[config.mk]
export PLATFORM = sky130hd
export DESIGN_NAME = cgmii_frame_sequencer_flat
export DESIGN_NICKNAME = d
export VERILOG_FILES = /design/src/rtl/cgmii_frame_sequencer_if.sv /design/src/rtl/cgmii_frame_sequencer.sv /design/src/flat_wrapper.sv
export SDC_FILE = /design/constraint.sdc
export NUM_CORES = 1
export LEC_CHECK = 0
export BUFFER_PORTS_ARGS = -buffer_cell sky130_fd_sc_hd__buf_2
export CORE_UTILIZATION = 45
export CTS_CLUSTER_DIAMETER = 40
export DETAILED_ROUTE_END_ITERATION = 10
export PLACE_DENSITY = 0.74
export SETUP_SLACK_MARGIN = 0.2
export SYNTH_ARGS = -nofsm -noshare
export SYNTH_HDL_FRONTEND = slang
export SYNTH_SLANG_ARGS = --single-unit
[constraint.sdc]
create_clock -name i_clock -period 6.1 [get_ports i_clock]
set_input_delay 0.915 -clock i_clock [delete_from_list [all_inputs] [get_ports i_clock]]
set_output_delay 0.915 -clock i_clock [all_outputs]
set_load 0.1 [all_outputs]
[src/rtl/cgmii_frame_sequencer_if.sv]
// Control and status bundle between the frame-pacing sequencer and its controller.
// Master drives run control and frame geometry; slave reports state and counters.
// Pure wiring, no storage.
interface cgmii_frame_sequencer_if #(
  parameter int DATA_NBIT  = 8,
  parameter int IDLE_NBIT  = 5,
  parameter int FRAME_NBIT = 16
);
  // run control and per-frame geometry
  logic                  i_enable;
  logic                  i_start;
  logic                  i_stop;
  logic                  i_err_inject;
  logic [IDLE_NBIT-1:0]  i_nidle;
  logic [DATA_NBIT-1:0]  i_ndata;
  logic [FRAME_NBIT-1:0] i_nframes;

  // block-type sequencing towards the encoder and run status
  logic [5:0]            o_state;
  logic                  o_sof;
  logic                  o_eof;
  logic                  o_valid;
  logic                  o_done;
  logic [FRAME_NBIT-1:0] o_frame_count;
  logic [FRAME_NBIT-1:0] o_err_count;

  modport master (
    output i_enable, i_start, i_stop, i_err_inject, i_nidle, i_ndata, i_nframes,
    input  o_state, o_sof, o_eof, o_valid, o_done, o_frame_count, o_err_count
  );

  modport slave (
    input  i_enable, i_start, i_stop, i_err_inject, i_nidle, i_ndata, i_nframes,
    output o_state, o_sof, o_eof, o_valid, o_done, o_frame_count, o_err_count
  );
endinterface

[src/rtl/cgmii_frame_sequencer.sv]
// Frame-pacing FSM: sequences idle/start/data/terminate/error blocks for the CGMII encoder.
// State visible one cycle after the deciding input edge; o_valid follows i_enable directly.
// No downstream backpressure: i_enable low freezes every register and the outputs derived from them.
module cgmii_frame_sequencer #(
  parameter int DATA_NBIT  = 8,
  parameter int IDLE_NBIT  = 5,
  parameter int FRAME_NBIT = 16
) (
  input  logic                     i_clock,
  input  logic                     i_reset,
  cgmii_frame_sequencer_if.slave   bus
);

  // One-hot encoding is exported unchanged on o_state.
  typedef enum logic [5:0] {
    ST_INIT = 6'b000001,
    ST_TX_C = 6'b000010,
    ST_TX_S = 6'b000100,
    ST_TX_D = 6'b001000,
    ST_TX_T = 6'b010000,
    ST_TX_E = 6'b100000
  } state_t;

  localparam logic [IDLE_NBIT-1:0]  IDLE_ONE  = IDLE_NBIT'(1);
  localparam logic [DATA_NBIT-1:0]  DATA_ONE  = DATA_NBIT'(1);
  localparam logic [FRAME_NBIT-1:0] FRAME_ONE = FRAME_NBIT'(1);

  state_t                state_q,      state_d;
  logic [IDLE_NBIT-1:0]  idle_cnt_q,   idle_cnt_d;
  logic [DATA_NBIT-1:0]  data_cnt_q,   data_cnt_d;
  logic [IDLE_NBIT-1:0]  n_idle_q,     n_idle_d;
  logic [DATA_NBIT-1:0]  n_data_q,     n_data_d;
  logic [FRAME_NBIT-1:0] n_frames_q,   n_frames_d;
  logic [FRAME_NBIT-1:0] frame_cnt_q,  frame_cnt_d;
  logic [FRAME_NBIT-1:0] err_cnt_q,    err_cnt_d;
  logic                  stop_pend_q,  stop_pend_d;
  logic                  done_q,       done_d;

  logic                  run_limit_hit;

  // State and counter registers; reset dominates, then a low enable holds everything.
  always_ff @(posedge i_clock) begin
    if (i_reset) begin
      state_q     <= ST_INIT;
      idle_cnt_q  <= '0;
      data_cnt_q  <= '0;
      n_idle_q    <= '0;
      n_data_q    <= '0;
      n_frames_q  <= '0;
      frame_cnt_q <= '0;
      err_cnt_q   <= '0;
      stop_pend_q <= 1'b0;
      done_q      <= 1'b0;
    end else if (bus.i_enable) begin
      state_q     <= state_d;
      idle_cnt_q  <= idle_cnt_d;
      data_cnt_q  <= data_cnt_d;
      n_idle_q    <= n_idle_d;
      n_data_q    <= n_data_d;
      n_frames_q  <= n_frames_d;
      frame_cnt_q <= frame_cnt_d;
      err_cnt_q   <= err_cnt_d;
      stop_pend_q <= stop_pend_d;
      done_q      <= done_d;
    end
  end

  // The run ends at the frame that brings the completed count up to a nonzero target.
  assign run_limit_hit = (n_frames_q != '0) && ((frame_cnt_q + FRAME_ONE) == n_frames_q);

  // Next-state and counter logic; error injection outranks the normal S/D progressions.
  always_comb begin
    state_d     = state_q;
    idle_cnt_d  = idle_cnt_q;
    data_cnt_d  = data_cnt_q;
    n_idle_d    = n_idle_q;
    n_data_d    = n_data_q;
    n_frames_d  = n_frames_q;
    frame_cnt_d = frame_cnt_q;
    err_cnt_d   = err_cnt_q;
    done_d      = 1'b0;
    // A stop request is remembered for the rest of the run; it is meaningless while idle.
    stop_pend_d = stop_pend_q | (bus.i_stop && (state_q != ST_INIT));

    case (state_q)
      ST_INIT: begin
        stop_pend_d = 1'b0;
        if (bus.i_start) begin
          n_idle_d    = bus.i_nidle;
          n_data_d    = bus.i_ndata;
          n_frames_d  = bus.i_nframes;
          frame_cnt_d = '0;
          err_cnt_d   = '0;
          idle_cnt_d  = '0;
          data_cnt_d  = '0;
          state_d     = ST_TX_C;
        end
      end

      ST_TX_C: begin
        if (idle_cnt_q == n_idle_q) begin
          idle_cnt_d = '0;
          state_d    = ST_TX_S;
        end else begin
          idle_cnt_d = idle_cnt_q + IDLE_ONE;
        end
      end

      ST_TX_S: begin
        if (bus.i_err_inject) begin
          data_cnt_d = '0;
          state_d    = ST_TX_E;
        end else begin
          state_d    = ST_TX_D;
        end
      end

      ST_TX_D: begin
        if (bus.i_err_inject) begin
          data_cnt_d = '0;
          state_d    = ST_TX_E;
        end else if (data_cnt_q == n_data_q) begin
          data_cnt_d = '0;
          state_d    = ST_TX_T;
        end else begin
          data_cnt_d = data_cnt_q + DATA_ONE;
        end
      end

      ST_TX_T: begin
        frame_cnt_d = frame_cnt_q + FRAME_ONE;
        if (run_limit_hit || stop_pend_q || bus.i_stop) begin
          stop_pend_d = 1'b0;
          done_d      = 1'b1;
          state_d     = ST_INIT;
        end else begin
          // Geometry changes only take effect between frames.
          n_idle_d    = bus.i_nidle;
          n_data_d    = bus.i_ndata;
          state_d     = ST_TX_C;
        end
      end

      ST_TX_E: begin
        // The aborted frame is not counted; pacing restarts with a full IPG.
        err_cnt_d  = err_cnt_q + FRAME_ONE;
        idle_cnt_d = '0;
        data_cnt_d = '0;
        state_d    = ST_TX_C;
      end

      default: begin
        // Corrupted state: emit an error block so the encoder sees a clean abort.
        idle_cnt_d = '0;
        data_cnt_d = '0;
        state_d    = ST_TX_E;
      end
    endcase
  end

  assign bus.o_state       = state_q;
  assign bus.o_sof         = (state_q == ST_TX_S);
  assign bus.o_eof         = (state_q == ST_TX_T);
  assign bus.o_valid       = bus.i_enable && (state_q != ST_INIT);
  assign bus.o_done        = done_q;
  assign bus.o_frame_count = frame_cnt_q;
  assign bus.o_err_count   = err_cnt_q;

endmodule
[src/flat_wrapper.sv]
// flat-port wrapper written by rule: the top's interface ports become plain ports
module cgmii_frame_sequencer_flat 
#(
  parameter int DATA_NBIT  = 8,
  parameter int IDLE_NBIT  = 5,
  parameter int FRAME_NBIT = 16
)
  (i_clock, i_reset, bus_i_enable, bus_i_start, bus_i_stop, bus_i_err_inject, bus_i_nidle, bus_i_ndata, bus_i_nframes, bus_o_state, bus_o_sof, bus_o_eof, bus_o_valid, bus_o_done, bus_o_frame_count, bus_o_err_count);
  cgmii_frame_sequencer_if #(.DATA_NBIT(DATA_NBIT), .IDLE_NBIT(IDLE_NBIT), .FRAME_NBIT(FRAME_NBIT)) bus_i ();
  input  logic i_clock;
  input  logic i_reset;
  input wire logic [$bits(bus_i.i_enable)-1:0] bus_i_enable;
  input wire logic [$bits(bus_i.i_start)-1:0] bus_i_start;
  input wire logic [$bits(bus_i.i_stop)-1:0] bus_i_stop;
  input wire logic [$bits(bus_i.i_err_inject)-1:0] bus_i_err_inject;
  input wire logic [$bits(bus_i.i_nidle)-1:0] bus_i_nidle;
  input wire logic [$bits(bus_i.i_ndata)-1:0] bus_i_ndata;
  input wire logic [$bits(bus_i.i_nframes)-1:0] bus_i_nframes;
  output wire logic [$bits(bus_i.o_state)-1:0] bus_o_state;
  output wire logic [$bits(bus_i.o_sof)-1:0] bus_o_sof;
  output wire logic [$bits(bus_i.o_eof)-1:0] bus_o_eof;
  output wire logic [$bits(bus_i.o_valid)-1:0] bus_o_valid;
  output wire logic [$bits(bus_i.o_done)-1:0] bus_o_done;
  output wire logic [$bits(bus_i.o_frame_count)-1:0] bus_o_frame_count;
  output wire logic [$bits(bus_i.o_err_count)-1:0] bus_o_err_count;
  assign bus_i.i_enable = bus_i_enable;
  assign bus_i.i_start = bus_i_start;
  assign bus_i.i_stop = bus_i_stop;
  assign bus_i.i_err_inject = bus_i_err_inject;
  assign bus_i.i_nidle = bus_i_nidle;
  assign bus_i.i_ndata = bus_i_ndata;
  assign bus_i.i_nframes = bus_i_nframes;
  assign bus_o_state = bus_i.o_state;
  assign bus_o_sof = bus_i.o_sof;
  assign bus_o_eof = bus_i.o_eof;
  assign bus_o_valid = bus_i.o_valid;
  assign bus_o_done = bus_i.o_done;
  assign bus_o_frame_count = bus_i.o_frame_count;
  assign bus_o_err_count = bus_i.o_err_count;
  cgmii_frame_sequencer #(.DATA_NBIT(DATA_NBIT), .IDLE_NBIT(IDLE_NBIT), .FRAME_NBIT(FRAME_NBIT)) u_core (.i_clock(i_clock), .i_reset(i_reset), .bus(bus_i));
endmodule
==> qor.txt <==
Status = completed
CTS sink cnt = 82
CP Buf/Inv Count = 0
Fin worst setup slack = 2.94 ns
CP Data Arrival Time = 3.44 ns
Final critical-path required period = 3.16 ns
Min-delay src = u_core.n_data_q[5]$_SDFFE_PP0P_
Most Crowded Layer GR = met2
Clk pwr share = 0.367
WP data required = 6.38 ns
Die X = 100 um
# Max-Cap Violations = 0
Synth warnings = 0
FF-to-FF End = u_core.n_data_q[4]$_SDFFE_PP0P_
Met3 Use GR = 0.0265
Reg power frac = 0.494
Asr flop ratio synth = 0
Routed length per instance = 14.0 um
#FFs+latches synth = 82
RSZ-0062 raised after global routing = no
Final Skew = 0.0156 ns
CP max stage delay = 0.76 ns
GRT Overall Usage = 0.210
Port-buffer cells = 76
P per Cell Area = 228 mW/mm^2
Vias in the first global route = 3767
Vias/cell = 5.46
Clock transition at path regs = 0.09 ns
Commonest non-fill, non-tap cell in the layout = dfxtp_1
Switch Pwr = 0.334 mW
Global-route wire length before repair = 17200 um
Synth-to-Final Area Change = 15.2%
Syn Std Cell Area = 0.00435 sq mm
Hold Path Cell Cnt = 2
Final setup violation count = 0
CTS Buf Count = 9
Detailed Place HPWL = 7450 um
Crit path launch type = register
GR Util met2 = 0.367
Post-synthesis cell type count = 54
Syn nets = 571
Initial antenna violation count = 0
Origin of the critical flop-to-flop path = u_core.bus.o_frame_count[0]$_SDFFE_PP0P_
Drt drc = 0
Post-Synth Adder-Cell Area = 0.0115
Critical path's slowest cell = a211oi_4
Slew headroom = 0.421
GP Congestion = 0.890
Share of layout cells above drive strength 1 = 0.176
Fill count = 911
Resized Gates After CTS = 0
Post CTS Setup Buffer Count = 0
Seq/Total Area, Yosys = 0.377
Worst-Skew Late Latency = 0.36 ns
Total negative setup slack = 0 ns
WHS = 0.496 ns
Crit path cell chain = ha_1 -> nand3_1 -> nor3_1 -> nor3b_1 -> a31oi_1 -> nor4_4 -> a211oi_4 -> mux2i_1
Final WL = 10200 um
CTS hold repair buffers = 0
CTS H-tree lvls = 3
Simple-gate area share of the yosys netlist = 0.295
GR Layer Usage met1 = 0.266
Largest net degree at the start of global routing = 49
Worst path top cell family by delay = compound AO/OA/AOI/OAI gates
Peak supply drop = 129 uV
Combinational Power Share = 0.139
R2R setup slack = 2.94 ns
Post-synth EDFFs = 0
CP Max Fanout = 13
Period utilisation layout = 0.518
Cell count after synthesis = 532
DIE HEIGHT = 100 um
Post-synthesis mux area share = 0.0391
Placed Cells = 714
Worst path depth = 8
Commonest cells after routing, fill and taps aside = 82 x dfxtp_1, 76 x buf_2, 65 x nor2_1, 46 x a21oi_1, 38 x nand2_1
Finished Layout Cells = 730
Slew @ Worst Pin = 0.866 ns
Synth Area in Compound Gates = 0.134
Ports = 77
Clock tree root driver cell = clkbuf_8
CTS tree = done
Routed Antenna Nets = 0
Largest family of logic cells by synthesized area = simple AND/OR/NAND/NOR gates
Post-Synth XOR/XNOR Area = 0.109
WHS Endpoint = u_core.n_data_q[5]$_SDFFE_PP0P_
Slew Limit Fails = 0
Setup WS pre-CTS = 3.00 ns
Cell-internal power = 0.809 mW
Initial core utilization = 0.469
Crit path capture type = register
Predominant post-synthesis flop cell = dfxtp_1
CP Class = register to register
Grt total ovfl = 0
Hold/Removal Path Class = register to register
FMAX = 316 MHz
Ant diodes = 0
Core area = 0.00928 sq mm
NumNets Final = 635
Switching share of power = 0.292
Vias = 3983
Rows = 35
Mean Syn Cell Area = 8.18 sq um
Clock buffer depth = 2
Initial drt markers = 180
Drt first pass iters = 4
Fin. Hold Viols = 0
Leakage = 1.94 nW
R2R depth = 8
Die area = 0.0101 sq mm
## cell usage after synthesis (all sizes together), types with 2 or more instances
library cell / number / area share
nor4: 10 / 0.021
a22oi: 2 / 0.0034
nand3: 36 / 0.041
o31ai: 2 / 0.0034
inv: 9 / 0.0078
buf: 7 / 0.0092
nor2: 65 / 0.056
dfxtp: 82 / 0.38
o21ai: 18 / 0.022
a21o: 5 / 0.0086
nand4: 14 / 0.024
nand2b: 34 / 0.049
o2111ai: 2 / 0.0040
ha: 4 / 0.012
o21a: 2 / 0.0034
or4: 4 / 0.0078
mux2i: 17 / 0.039
clkbuf: 19 / 0.016
nand3b: 8 / 0.014
xor2: 23 / 0.046
a41oi: 2 / 0.0040
nor3: 14 / 0.017
and3: 7 / 0.010
xnor2: 31 / 0.062
a21oi: 46 / 0.053
nand2: 38 / 0.033
a31oi: 2 / 0.0029
or3: 7 / 0.010
a211oi: 5 / 0.012
## power by group through the flow
stage	registers, mW	clock network (mW)	logic [mW]
after floorplan	0.593	0	0.105
after global placement	0.577	0	0.155
after detailed placement	0.577	0	0.158
after CTS	0.565	0.427	0.159
after global routing	0.568	0.450	0.174
final	0.565	0.419	0.159
## per-stage QoR
stage | total power, mW | util | instance area, sq um
after floorplan | 0.698 | - | 4350
after global placement | 0.732 | 0.518 | 4800
after detailed placement | 0.735 | 0.518 | 4800
after global routing | 1.19 | 0.540 | 5010
final | 1.14 | 0.540 | 5010
after CTS | 1.15 | 0.540 | 5010
## worst max path at each step
stage | to | slack (ns) | from
detailed placement | u_core.n_data_q[4]$_SDFFE_PP0P_ | 3.00 | u_core.bus.o_frame_count[0]$_SDFFE_PP0P_
floorplan | bus_o_sof | 1.81 | u_core.bus.o_state[2]$_SDFFE_PP0P_
CTS | u_core.n_data_q[4]$_SDFFE_PP0P_ | 2.94 | u_core.bus.o_frame_count[0]$_SDFFE_PP0P_
global route | u_core.n_data_q[6]$_SDFFE_PP0P_ | 2.70 | u_core.bus.o_frame_count[0]$_SDFFE_PP0P_
finish | u_core.n_data_q[4]$_SDFFE_PP0P_ | 2.94 | u_core.bus.o_frame_count[0]$_SDFFE_PP0P_
global placement | u_core.n_idle_q[2]$_SDFFE_PP0P_ | 3.15 | u_core.bus.o_frame_count[0]$_SDFFE_PP0P_
## registers in the layout, summed over array words and instances (netlist names), 5 cells and up
register and cells:
u_core.bus.o_err_count 16, u_core.bus.o_frame_count 16, u_core.n_frames_q 16, u_core.data_cnt_q 8, u_core.n_data_q 8, u_core.bus.o_state 6, u_core.idle_cnt_q 5, u_core.n_idle_q 5
## worst register-to-register path, delay by kind of cell (launching register included)
family	cells	cell delay, ns
compound gates	2	1.02
mux	1	0.28
flops	1	0.46
fa+ha+maj	1	0.32
simple gates	4	1.00
## metal layers
layer	wire length, um	share of wire
met2	4970	0.49
met1	4730	0.46
met3	419	0.041
met5	0	0
met4	106	0.010
## layout make-up
class | instances | area (sq um) | share of cell area
clock buffers | 10 | 138 | 0.0275
multi-input cells | 414 | 2560 | 0.511
well taps | 129 | 161 | 0.0322
clock inverters | 6 | 71.3 | 0.0142
flip-flops and latches | 82 | 1640 | 0.327
inverters | 10 | 37.5 | 0.00749
repair buffers | 79 | 403 | 0.0804
## kinds of logic after synthesis
| logic type | Yosys count |
|---|---|
| simple gates | 244 |
| compound gates | 95 |
| flops | 82 |
| xor+xnor | 54 |
| buf+inv | 36 |
| mux | 17 |
| fa+ha+maj | 4 |
Note: power is estimated with default switching activity, not from simulation.
